===== src/rtl/multicycle_controller_pkg.sv =====
`default_nettype none
// ============================================================================
//  Module   : mc_ctrl_pkg
//  Purpose  : Shared types and encodings for the multi-cycle RV32I controller.
//             Holds the FSM state and opcode-class enumerations, the RV32I
//             major-opcode values, the datapath select encodings and a helper
//             that maps an opcode class onto its immediate format.
//  Ports    : none (package)
//  Revision : 1.0  initial release
// ============================================================================
package mc_ctrl_pkg;

    typedef enum logic [2:0] {
        IDLE   = 3'd0,
        FETCH  = 3'd1,
        DECODE = 3'd2,
        EXEC   = 3'd3,
        MEM    = 3'd4,
        WB     = 3'd5,
        HALT   = 3'd6
    } state_e;

    // LOAD is deliberately the zero encoding: it is the reset class.
    typedef enum logic [3:0] {
        LOAD    = 4'd0,
        STORE   = 4'd1,
        RTYPE   = 4'd2,
        ITYPE   = 4'd3,
        BRANCH  = 4'd4,
        LUI     = 4'd5,
        AUIPC   = 4'd6,
        JAL     = 4'd7,
        JALR    = 4'd8,
        ILLEGAL = 4'd9
    } op_class_e;

    // RV32I major opcodes (instr[6:0])
    localparam logic [6:0] c_opc_load   = 7'b0000011;
    localparam logic [6:0] c_opc_store  = 7'b0100011;
    localparam logic [6:0] c_opc_rtype  = 7'b0110011;
    localparam logic [6:0] c_opc_itype  = 7'b0010011;
    localparam logic [6:0] c_opc_branch = 7'b1100011;
    localparam logic [6:0] c_opc_lui    = 7'b0110111;
    localparam logic [6:0] c_opc_auipc  = 7'b0010111;
    localparam logic [6:0] c_opc_jal    = 7'b1101111;
    localparam logic [6:0] c_opc_jalr   = 7'b1100111;

    // Immediate generator format
    localparam logic [2:0] c_imm_i = 3'b000;
    localparam logic [2:0] c_imm_s = 3'b001;
    localparam logic [2:0] c_imm_b = 3'b010;
    localparam logic [2:0] c_imm_j = 3'b011;
    localparam logic [2:0] c_imm_u = 3'b100;

    // Next-PC source
    localparam logic [1:0] c_pc_plus4 = 2'b00;
    localparam logic [1:0] c_pc_imm   = 2'b01;
    localparam logic [1:0] c_pc_alu   = 2'b10;

    // Write-back source
    localparam logic [1:0] c_wb_alu = 2'b00;
    localparam logic [1:0] c_wb_mem = 2'b01;
    localparam logic [1:0] c_wb_pc4 = 2'b10;

    // ALU operation class
    localparam logic [1:0] c_aluop_add   = 2'b00;
    localparam logic [1:0] c_aluop_br    = 2'b01;
    localparam logic [1:0] c_aluop_funct = 2'b10;

    // ALU operand A source
    localparam logic [1:0] c_srca_rs1  = 2'b00;
    localparam logic [1:0] c_srca_pc   = 2'b01;
    localparam logic [1:0] c_srca_zero = 2'b10;

    // R-type has no immediate; it reports the I format as a harmless default.
    function automatic logic [2:0] imm_src_for(input op_class_e cls);
        case (cls)
            STORE:       return c_imm_s;
            BRANCH:      return c_imm_b;
            JAL:         return c_imm_j;
            LUI, AUIPC:  return c_imm_u;
            default:     return c_imm_i;
        endcase
    endfunction

endpackage
`default_nettype wire


===== src/rtl/multicycle_controller_if.sv =====
`default_nettype none
// ============================================================================
//  Module   : multicycle_controller_if
//  Purpose  : Bundle of memory handshakes, instruction fields and datapath
//             controls between the multi-cycle controller and its datapath.
//             master = controller side, slave = datapath / memory side.
//  Signals  : opcode, br_taken, imem_ack, dmem_ack         (to controller)
//             imem_req, dmem_req, dmem_we, ir_write, pc_write, pc_src,
//             reg_write, imm_src, alu_src_a, alu_src_b, alu_op, wb_sel,
//             instret[CNT_W], bus_err, halted             (from controller)
//             illegal_op only when MC_ILLEGAL_TRAP_EN is defined.
//  Revision : 1.0  initial release
// ============================================================================
interface multicycle_controller_if #(
    parameter int CNT_W = 32
);
    logic [6:0]       opcode;
    logic             br_taken;
    logic             imem_ack;
    logic             dmem_ack;
    logic             imem_req;
    logic             dmem_req;
    logic             dmem_we;
    logic             ir_write;
    logic             pc_write;
    logic [1:0]       pc_src;
    logic             reg_write;
    logic [2:0]       imm_src;
    logic [1:0]       alu_src_a;
    logic             alu_src_b;
    logic [1:0]       alu_op;
    logic [1:0]       wb_sel;
    logic [CNT_W-1:0] instret;
    logic             bus_err;
    logic             halted;
`ifdef MC_ILLEGAL_TRAP_EN
    logic             illegal_op;

    modport master (
        input  opcode, br_taken, imem_ack, dmem_ack,
        output imem_req, dmem_req, dmem_we, ir_write, pc_write, pc_src,
               reg_write, imm_src, alu_src_a, alu_src_b, alu_op, wb_sel,
               instret, bus_err, halted, illegal_op
    );
    modport slave (
        output opcode, br_taken, imem_ack, dmem_ack,
        input  imem_req, dmem_req, dmem_we, ir_write, pc_write, pc_src,
               reg_write, imm_src, alu_src_a, alu_src_b, alu_op, wb_sel,
               instret, bus_err, halted, illegal_op
    );
`else
    modport master (
        input  opcode, br_taken, imem_ack, dmem_ack,
        output imem_req, dmem_req, dmem_we, ir_write, pc_write, pc_src,
               reg_write, imm_src, alu_src_a, alu_src_b, alu_op, wb_sel,
               instret, bus_err, halted
    );
    modport slave (
        output opcode, br_taken, imem_ack, dmem_ack,
        input  imem_req, dmem_req, dmem_we, ir_write, pc_write, pc_src,
               reg_write, imm_src, alu_src_a, alu_src_b, alu_op, wb_sel,
               instret, bus_err, halted
    );
`endif
endinterface
`default_nettype wire


===== src/rtl/multicycle_controller_instr_classifier.sv =====
`default_nettype none
// ============================================================================
//  Module   : instr_classifier
//  Purpose  : Combinational map from the RV32I major opcode to an opcode
//             class. Anything not in RV32I base decodes as ILLEGAL.
//  Ports    : opcode   in  7   instr[6:0]
//             op_class out op_class_e
//  Revision : 1.0  initial release
// ============================================================================
module instr_classifier
    import mc_ctrl_pkg::*;
(
    input  wire logic [6:0] opcode,
    output op_class_e       op_class
);

    always_comb begin
        case (opcode)
            c_opc_load:   op_class = LOAD;
            c_opc_store:  op_class = STORE;
            c_opc_rtype:  op_class = RTYPE;
            c_opc_itype:  op_class = ITYPE;
            c_opc_branch: op_class = BRANCH;
            c_opc_lui:    op_class = LUI;
            c_opc_auipc:  op_class = AUIPC;
            c_opc_jal:    op_class = JAL;
            c_opc_jalr:   op_class = JALR;
            default:      op_class = ILLEGAL;
        endcase
    end

endmodule
`default_nettype wire


===== src/rtl/multicycle_controller.sv =====
`default_nettype none
// ============================================================================
//  Module   : multicycle_controller
//  Purpose  : Main FSM of a multi-cycle RV32I core. Sequences
//             FETCH/DECODE/EXEC/MEM/WB with req/ack handshakes to instruction
//             and data memory, bounds memory waits with a timeout (sticky
//             bus_err, then HALT), counts retired instructions and drives the
//             datapath selects and write strobes.
//  Params   : MEM_WAIT_MAX  wait cycles tolerated before bus error (0 = none)
//             CNT_W         width of the retired-instruction counter
//  Ports    : clk, rst (async, active high)
//             bus  multicycle_controller_if.master (see interface header)
//  Config   : MC_ILLEGAL_TRAP_EN - unknown opcodes halt and set illegal_op;
//             when undefined they retire as a NOP.
//  Revision : 1.0  initial release
// ============================================================================
module multicycle_controller
    import mc_ctrl_pkg::*;
#(
    parameter int MEM_WAIT_MAX = 15,
    parameter int CNT_W        = 32
)(
    input  wire logic                clk,
    input  wire logic                rst,
    multicycle_controller_if.master  bus
);

    // Counter only needs to hold 0 .. MEM_WAIT_MAX-1: the cycle that would
    // reach MEM_WAIT_MAX is the timeout cycle itself.
    localparam int                  c_wait_w    = (MEM_WAIT_MAX > 1) ? $clog2(MEM_WAIT_MAX) : 1;
    localparam bit                  c_timeout_en = (MEM_WAIT_MAX > 0);
    localparam logic [c_wait_w-1:0] c_wait_last =
        c_wait_w'((MEM_WAIT_MAX > 0) ? (MEM_WAIT_MAX - 1) : 0);

    state_e              r_state;
    state_e              w_next;
    op_class_e           r_class;
    op_class_e           w_dec_class;
    logic [c_wait_w-1:0] r_wait_cnt;
    logic [CNT_W-1:0]    r_instret;
    logic                r_bus_err;

    logic                w_in_access;
    logic                w_ack;
    logic                w_waiting;
    logic                w_timeout;

    logic                w_imem_req;
    logic                w_dmem_req;
    logic                w_dmem_we;
    logic                w_ir_write;
    logic                w_pc_write;
    logic [1:0]          w_pc_src;
    logic                w_reg_write;
    logic [2:0]          w_imm_src;
    logic [1:0]          w_alu_src_a;
    logic                w_alu_src_b;
    logic [1:0]          w_alu_op;
    logic [1:0]          w_wb_sel;

    instr_classifier u_classifier (
        .opcode   (bus.opcode),
        .op_class (w_dec_class)
    );

    // ------------------------------------------------------------------
    // Memory wait supervision. Ack in the deciding cycle beats the timeout.
    // ------------------------------------------------------------------
    assign w_in_access = (r_state == FETCH) || (r_state == MEM);
    assign w_ack       = (r_state == FETCH) ? bus.imem_ack : bus.dmem_ack;
    assign w_waiting   = w_in_access && !w_ack;
    assign w_timeout   = c_timeout_en && w_waiting && (r_wait_cnt == c_wait_last);

    // ------------------------------------------------------------------
    // State register and datapath-side bookkeeping
    // ------------------------------------------------------------------
    always_ff @(posedge clk or posedge rst) begin
        if (rst) begin
            r_state <= IDLE;
        end else begin
            r_state <= w_next;
        end
    end

    always_ff @(posedge clk or posedge rst) begin
        if (rst) begin
            r_class    <= LOAD;
            r_wait_cnt <= '0;
            r_instret  <= '0;
            r_bus_err  <= 1'b0;
        end else begin
            // The opcode bus is only trusted in the acked fetch cycle.
            if (r_state == FETCH && bus.imem_ack) begin
                r_class <= w_dec_class;
            end
            if (c_timeout_en && w_waiting && !w_timeout) begin
                r_wait_cnt <= r_wait_cnt + c_wait_w'(1);
            end else begin
                r_wait_cnt <= '0;
            end
            if (w_pc_write) begin
                r_instret <= r_instret + CNT_W'(1);
            end
            if (w_timeout) begin
                r_bus_err <= 1'b1;
            end
        end
    end

`ifdef MC_ILLEGAL_TRAP_EN
    logic r_illegal_op;

    always_ff @(posedge clk or posedge rst) begin
        if (rst) begin
            r_illegal_op <= 1'b0;
        end else if (r_state == DECODE && r_class == ILLEGAL) begin
            r_illegal_op <= 1'b1;
        end
    end

    assign bus.illegal_op = r_illegal_op;
`endif

    // ------------------------------------------------------------------
    // Next-state logic
    // ------------------------------------------------------------------
    always_comb begin
        w_next = r_state;
        case (r_state)
            IDLE:   w_next = FETCH;
            FETCH: begin
                if (bus.imem_ack)   w_next = DECODE;
                else if (w_timeout) w_next = HALT;
            end
            DECODE: begin
                if (r_class == ILLEGAL) begin
`ifdef MC_ILLEGAL_TRAP_EN
                    w_next = HALT;
`else
                    w_next = FETCH;
`endif
                end else begin
                    w_next = EXEC;
                end
            end
            EXEC: begin
                case (r_class)
                    LOAD, STORE: w_next = MEM;
                    BRANCH:      w_next = FETCH;
                    default:     w_next = WB;
                endcase
            end
            MEM: begin
                if (bus.dmem_ack)   w_next = (r_class == LOAD) ? WB : FETCH;
                else if (w_timeout) w_next = HALT;
            end
            WB:     w_next = FETCH;
            HALT:   w_next = HALT;
            default: w_next = IDLE;
        endcase
    end

    // ------------------------------------------------------------------
    // Output logic: state plus latched class; the ack- and branch-qualified
    // strobes also look at the live inputs of the current cycle.
    // ------------------------------------------------------------------
    always_comb begin
        w_imem_req  = 1'b0;
        w_dmem_req  = 1'b0;
        w_dmem_we   = 1'b0;
        w_ir_write  = 1'b0;
        w_pc_write  = 1'b0;
        w_pc_src    = c_pc_plus4;
        w_reg_write = 1'b0;
        w_imm_src   = c_imm_i;
        w_alu_src_a = c_srca_rs1;
        w_alu_src_b = 1'b0;
        w_alu_op    = c_aluop_add;
        w_wb_sel    = c_wb_alu;
        case (r_state)
            FETCH: begin
                w_imem_req = 1'b1;
                w_ir_write = bus.imem_ack;
            end
            DECODE: begin
                w_imm_src = imm_src_for(r_class);
`ifndef MC_ILLEGAL_TRAP_EN
                // Unknown opcode retires as a NOP straight from decode.
                w_pc_write = (r_class == ILLEGAL);
`endif
            end
            EXEC: begin
                w_imm_src = imm_src_for(r_class);
                case (r_class)
                    LOAD, STORE: w_alu_src_b = 1'b1;
                    BRANCH: begin
                        w_alu_op   = c_aluop_br;
                        w_pc_write = 1'b1;
                        w_pc_src   = bus.br_taken ? c_pc_imm : c_pc_plus4;
                    end
                    RTYPE:  w_alu_op = c_aluop_funct;
                    ITYPE: begin
                        w_alu_op    = c_aluop_funct;
                        w_alu_src_b = 1'b1;
                    end
                    LUI: begin
                        w_alu_src_a = c_srca_zero;
                        w_alu_src_b = 1'b1;
                    end
                    AUIPC, JAL: begin
                        w_alu_src_a = c_srca_pc;
                        w_alu_src_b = 1'b1;
                    end
                    JALR:    w_alu_src_b = 1'b1;
                    default: ;
                endcase
            end
            MEM: begin
                w_dmem_req = 1'b1;
                w_dmem_we  = (r_class == STORE);
                w_pc_write = (r_class == STORE) && bus.dmem_ack;
            end
            WB: begin
                w_reg_write = 1'b1;
                w_pc_write  = 1'b1;
                case (r_class)
                    LOAD:    w_wb_sel = c_wb_mem;
                    JAL:     w_wb_sel = c_wb_pc4;
                    JALR:    w_wb_sel = c_wb_pc4;
                    default: w_wb_sel = c_wb_alu;
                endcase
                case (r_class)
                    JAL:     w_pc_src = c_pc_imm;
                    JALR:    w_pc_src = c_pc_alu;
                    default: w_pc_src = c_pc_plus4;
                endcase
            end
            default: ;
        endcase
    end

    assign bus.imem_req  = w_imem_req;
    assign bus.dmem_req  = w_dmem_req;
    assign bus.dmem_we   = w_dmem_we;
    assign bus.ir_write  = w_ir_write;
    assign bus.pc_write  = w_pc_write;
    assign bus.pc_src    = w_pc_src;
    assign bus.reg_write = w_reg_write;
    assign bus.imm_src   = w_imm_src;
    assign bus.alu_src_a = w_alu_src_a;
    assign bus.alu_src_b = w_alu_src_b;
    assign bus.alu_op    = w_alu_op;
    assign bus.wb_sel    = w_wb_sel;
    assign bus.instret   = r_instret;
    assign bus.bus_err   = r_bus_err;
    assign bus.halted    = (r_state == HALT);

endmodule
`default_nettype wire


===== src/flat_wrapper.sv =====
// flat-port wrapper written by rule: the top's interface ports become plain ports
module multicycle_controller_flat import mc_ctrl_pkg::*;
#(
    parameter int MEM_WAIT_MAX = 15,
    parameter int CNT_W        = 32
)
  (clk, rst, bus_opcode, bus_br_taken, bus_imem_ack, bus_dmem_ack, bus_imem_req, bus_dmem_req, bus_dmem_we, bus_ir_write, bus_pc_write, bus_pc_src, bus_reg_write, bus_imm_src, bus_alu_src_a, bus_alu_src_b, bus_alu_op, bus_wb_sel, bus_instret, bus_bus_err, bus_halted);
  multicycle_controller_if #(.CNT_W(CNT_W)) bus_i ();
  input  wire logic clk;
  input  wire logic rst;
  input wire logic [$bits(bus_i.opcode)-1:0] bus_opcode;
  input wire logic [$bits(bus_i.br_taken)-1:0] bus_br_taken;
  input wire logic [$bits(bus_i.imem_ack)-1:0] bus_imem_ack;
  input wire logic [$bits(bus_i.dmem_ack)-1:0] bus_dmem_ack;
  output wire logic [$bits(bus_i.imem_req)-1:0] bus_imem_req;
  output wire logic [$bits(bus_i.dmem_req)-1:0] bus_dmem_req;
  output wire logic [$bits(bus_i.dmem_we)-1:0] bus_dmem_we;
  output wire logic [$bits(bus_i.ir_write)-1:0] bus_ir_write;
  output wire logic [$bits(bus_i.pc_write)-1:0] bus_pc_write;
  output wire logic [$bits(bus_i.pc_src)-1:0] bus_pc_src;
  output wire logic [$bits(bus_i.reg_write)-1:0] bus_reg_write;
  output wire logic [$bits(bus_i.imm_src)-1:0] bus_imm_src;
  output wire logic [$bits(bus_i.alu_src_a)-1:0] bus_alu_src_a;
  output wire logic [$bits(bus_i.alu_src_b)-1:0] bus_alu_src_b;
  output wire logic [$bits(bus_i.alu_op)-1:0] bus_alu_op;
  output wire logic [$bits(bus_i.wb_sel)-1:0] bus_wb_sel;
  output wire logic [$bits(bus_i.instret)-1:0] bus_instret;
  output wire logic [$bits(bus_i.bus_err)-1:0] bus_bus_err;
  output wire logic [$bits(bus_i.halted)-1:0] bus_halted;
  assign bus_i.opcode = bus_opcode;
  assign bus_i.br_taken = bus_br_taken;
  assign bus_i.imem_ack = bus_imem_ack;
  assign bus_i.dmem_ack = bus_dmem_ack;
  assign bus_imem_req = bus_i.imem_req;
  assign bus_dmem_req = bus_i.dmem_req;
  assign bus_dmem_we = bus_i.dmem_we;
  assign bus_ir_write = bus_i.ir_write;
  assign bus_pc_write = bus_i.pc_write;
  assign bus_pc_src = bus_i.pc_src;
  assign bus_reg_write = bus_i.reg_write;
  assign bus_imm_src = bus_i.imm_src;
  assign bus_alu_src_a = bus_i.alu_src_a;
  assign bus_alu_src_b = bus_i.alu_src_b;
  assign bus_alu_op = bus_i.alu_op;
  assign bus_wb_sel = bus_i.wb_sel;
  assign bus_instret = bus_i.instret;
  assign bus_bus_err = bus_i.bus_err;
  assign bus_halted = bus_i.halted;
  multicycle_controller #(.MEM_WAIT_MAX(MEM_WAIT_MAX), .CNT_W(CNT_W)) u_core (.clk(clk), .rst(rst), .bus(bus_i));
endmodule

===== config.mk =====
export PLATFORM = sky130hd
export DESIGN_NAME = multicycle_controller_flat
export DESIGN_NICKNAME = d
export VERILOG_FILES = /design/src/rtl/multicycle_controller_pkg.sv /design/src/rtl/multicycle_controller_if.sv /design/src/rtl/multicycle_controller_instr_classifier.sv /design/src/rtl/multicycle_controller.sv /design/src/flat_wrapper.sv
export SDC_FILE = /design/constraint.sdc
export NUM_CORES = 1
export LEC_CHECK = 0
export BUFFER_PORTS_ARGS = -buffer_cell sky130_fd_sc_hd__buf_2
export CAP_MARGIN = 20
export CORE_MARGIN = 3
export CORE_UTILIZATION = 48
export CTS_CLUSTER_DIAMETER = 40
export DETAILED_ROUTE_END_ITERATION = 8
export GPL_TIMING_DRIVEN = 1
export HOLD_SLACK_MARGIN = 0.15
export PLACE_DENSITY = 0.87
export RECOVER_POWER = 25
export SLEW_MARGIN = 20
export SYNTH_ARGS = -nofsm -noshare
export SYNTH_HDL_FRONTEND = slang
export SYNTH_SLANG_ARGS = --single-unit
export TNS_END_PERCENT = 50

===== constraint.sdc =====
create_clock -name clk -period 2.1 [get_ports clk]
set_input_delay 0.315 -clock clk [delete_from_list [all_inputs] [get_ports clk]]
set_output_delay 0.315 -clock clk [all_outputs]
set_load 0.02 [all_outputs]

==> impl_metrics.json <==
{
  "drt_wl_total_mm": 6.92,
  "start_kind": "register",
  "synth.cells.most_frequent": "dfrtp_1, xnor2_1, nand2_1",
  "wire_per_inst_um": 16.8,
  "finalCriticalPeriod_ns": 2.15,
  "swShare_pct": 38.3,
  "ant_nets": 0,
  "critPathArrivalTime_ns": 1.83,
  "clk_pin_slew_worst_paths_ns": 0.09,
  "pin_count": 64,
  "grt_max_degree": 45,
  "place_congestion": 0.888,
  "finalSetupTns_ns": -0.0471,
  "synthCells": 261,
  "synth_edf_count": 0,
  "drt_iter0_drc": 258,
  "cts_inserted_buffers": 5,
  "relSlewSlack_pct": 29.0,
  "dieArea_um2": 6180,
  "reg2reg_from": "u_core.r_class[0]$_DFFE_PP0P_",
  "ctsHtreeMaxLevel": 2,
  "first_global_vias": 2258,
  "ys.flop_type": "dfrtp_1",
  "clock_latency_ns": 0.31,
  "fin_crit_sh_pct": 102,
  "slew_violations": 0,
  "r2r_end": "u_core.bus.instret[4]$_DFFE_PP0P_",
  "crit_chain": "nand2b_4 -> or4_4 -> a31oi_4 -> buf_12 -> buf_8",
  "yosysTopAreaCell": "dfrtp_1",
  "syn_nets": 277,
  "diodes": 0,
  "seqPwrFrac_pct": 35.5,
  "synth-seq-cells": 44,
  "max_freq_ghz": 0.466,
  "drcViolationCount": 0,
  "worstPathRequired_ns": 1.78,
  "pwr_density_cell_nw_per_um2": 941,
  "status": "finished with violations",
  "antenna_found_initial": 0,
  "fin_skew_ns": 0.0115,
  "syn_to_final_growth_pct": 28.8,
  "yosysUniqueCellTypes": 49,
  "setup_viol": 1,
  "cts_buffer_depth": 2,
  "syn_area_per_cell_um2": 9.69,
  "rsz0062_at_grt": "true",
  "port_buffers": 63,
  "drive_above_1_share_pct": 35.1,
  "violations": "setup timing",
  "utilization_pct": 66.3,
  "layout.nets": 360,
  "setup_ws_ns": -0.0471,
  "p_leak_nw": 1.67,
  "yosysMostFrequentCell": "dfrtp_1",
  "hp-class": "in2async",
  "cp_slowest_stage_delay_ns": 0.53,
  "grt_pass1_wl_mm": 11.1,
  "die_w_um": 78.6,
  "grt_overflow": 0,
  "initial_core_util_pct": 51.5,
  "p_int_mw": 1.89,
  "crit_slowest_cell": "or4_4",
  "num_vias": 2346,
  "path_max_fanout": 4,
  "ys_warn_count": 0,
  "tightest_slew_ns": 1.07,
  "clock_sinks": 44,
  "yosys.area.top_type_share_pct": 43.5,
  "syn_area_um2": 2530,
  "grt_use_total_pct": 22.6,
  "fp-row-count": 25,
  "die_h_um": 78.6,
  "peakVddDrop_v": 0.000480,
  "tritoncts": "done",
  "seq_area_frac_synth_pct": 43.5,
  "clockRootBuffer": "clkbuf_8",
  "p_switching_mw": 1.17,
  "yosys-top-cells-area": "dfrtp_1, xnor2_1, and3_1, nand3_1, nand2_1",
  "reg2reg_depth": 7,
  "hold_viol": 0,
  "worst_setup_path_end_kind": "output port",
  "core_area_um2": 4910,
  "crit_buf_inv": 2,
  "reg2reg_slack_ns": 0.02,
  "critical_path_class": "reg2out",
  "dpl.hpwl_mm": 4.35,
  "cpLargestDelayFamily": "simple AND/OR/NAND/NOR gates",
  "p_clk_share_pct": 23.0,
  "vias_per_cell": 5.69,
  "first_pass_iters": 4,
  "max_cap_violations": 0,
  "async_flop_share_pct": 100,
  "p_comb_share_pct": 41.5
}
worst max-delay path by stage:
| stage | depth (start not counted) | startpoint | to |
|---|---|---|---|
| 3_5_place_dp | 5 | u_core.r_state[1]$_DFF_PP0_ | bus_pc_write |
| 5_1_grt | 6 | u_core.r_state[0]$_DFF_PP0_ | bus_pc_write |
| 6_report | 5 | u_core.r_class[0]$_DFFE_PP0P_ | bus_pc_write |
| 3_3_place_gp | 5 | u_core.r_state[1]$_DFF_PP0_ | bus_pc_write |
| 4_1_cts | 5 | u_core.r_state[0]$_DFF_PP0_ | bus_pc_write |
| 2_1_floorplan | 4 | u_core.r_state[1]$_DFF_PP0_ | bus_ir_write |
repair_timing:
item                       CTS  global route
cloned                       1             0
resized for setup            9             6
setup buffers                6             2
setup endpoints to repair    1            18
pin swaps                    2             2
hold buffers                 0             0
per-stage QoR:
step           instances  area [µm²]  hold WS [ns]  worst slack (ns)  power (mW)
6_report             412        3260         0.318           -0.0471        3.06
5_1_grt              412        3260         0.361           -0.0964        3.21
4_1_cts              410        3220         0.150           -0.0259        2.96
3_5_place_dp         395        2980         0.456            0.0954        2.10
3_3_place_gp         395        2980         0.452             0.125        2.06
2_1_floorplan        261        2530         0.453            0.0450        1.77
routing by layer:
layer / GRT usage [%] / part of all wire, % / vias up
met5: 0 / 0 / -
met4: 11.2 / 2.9 / 0
met3: 4.13 / 5.3 / 22
met2: 40.7 / 53 / 87
met1: 25.6 / 39 / 1150
li1: - / - / 1087
flip-flops by register name, summed over array words and instances, names as in the netlist:
name                count
u_core.r_wait_cnt       4
u_core.r_class          4
u_core.r_state          3
u_core.bus.bus_err      1
u_core.bus.instret     32
layout make-up:
cell class / count / area (µm²)
Clock buffer: 6 / 82.6
Inverter: 8 / 30.0
Timing Repair Buffer: 90 / 563
Sequential cell: 44 / 1100
Multi-Input combinational cell: 195 / 1360
Clock inverter: 2 / 38.8
Tap cell: 67 / 83.8
Fill cell: 339 / 1650
cells by family after synthesis:
family                     count (synthesis)  synth area share, %
and+or+nand+nor                          125                 28.4
muxes                                      1                0.445
xor gates and xnor gates                  36                 12.5
AOI/OAI and AO/OA                         29                 8.31
buffers and inverters                     22                 4.85
DFF                                       44                 43.5
adders and majority gates                  4                 1.98
power by group through the flow:
stage | combinational, mW | sequential [mW] | clock (mW)
detailed placement | 1.01 | 1.09 | 0
floorplan | 0.706 | 1.06 | 0
global route | 1.36 | 1.09 | 0.757
finish | 1.27 | 1.09 | 0.703
global placement | 0.986 | 1.08 | 0
CTS | 1.19 | 1.07 | 0.699
cell usage in the layout (no fill, tap or decap), drive strengths merged, types with 2 or more instances in the layout:
cell type,instances
and3b,2
xnor2,29
ha,4
nor4,2
a21boi,2
clkbuf,7
nand2b,7
and3,17
nor2,19
nor3,8
buf,88
o211ai,2
o31ai,3
and4,4
dfrtp,44
nand2,21
inv,7
nand3,23
nor3b,2
a41oi,2
o21ai,4
nand4,12
a31oi,2
a21oi,5
xor2,7
nor2b,2
clkinv,2
worst min-delay path, cell delays in order:
cell and delay (ns):
buf_2 0.10, clkinv_1 0.03, clkbuf_2 0.79
Power figures use the tool's default switching activity.
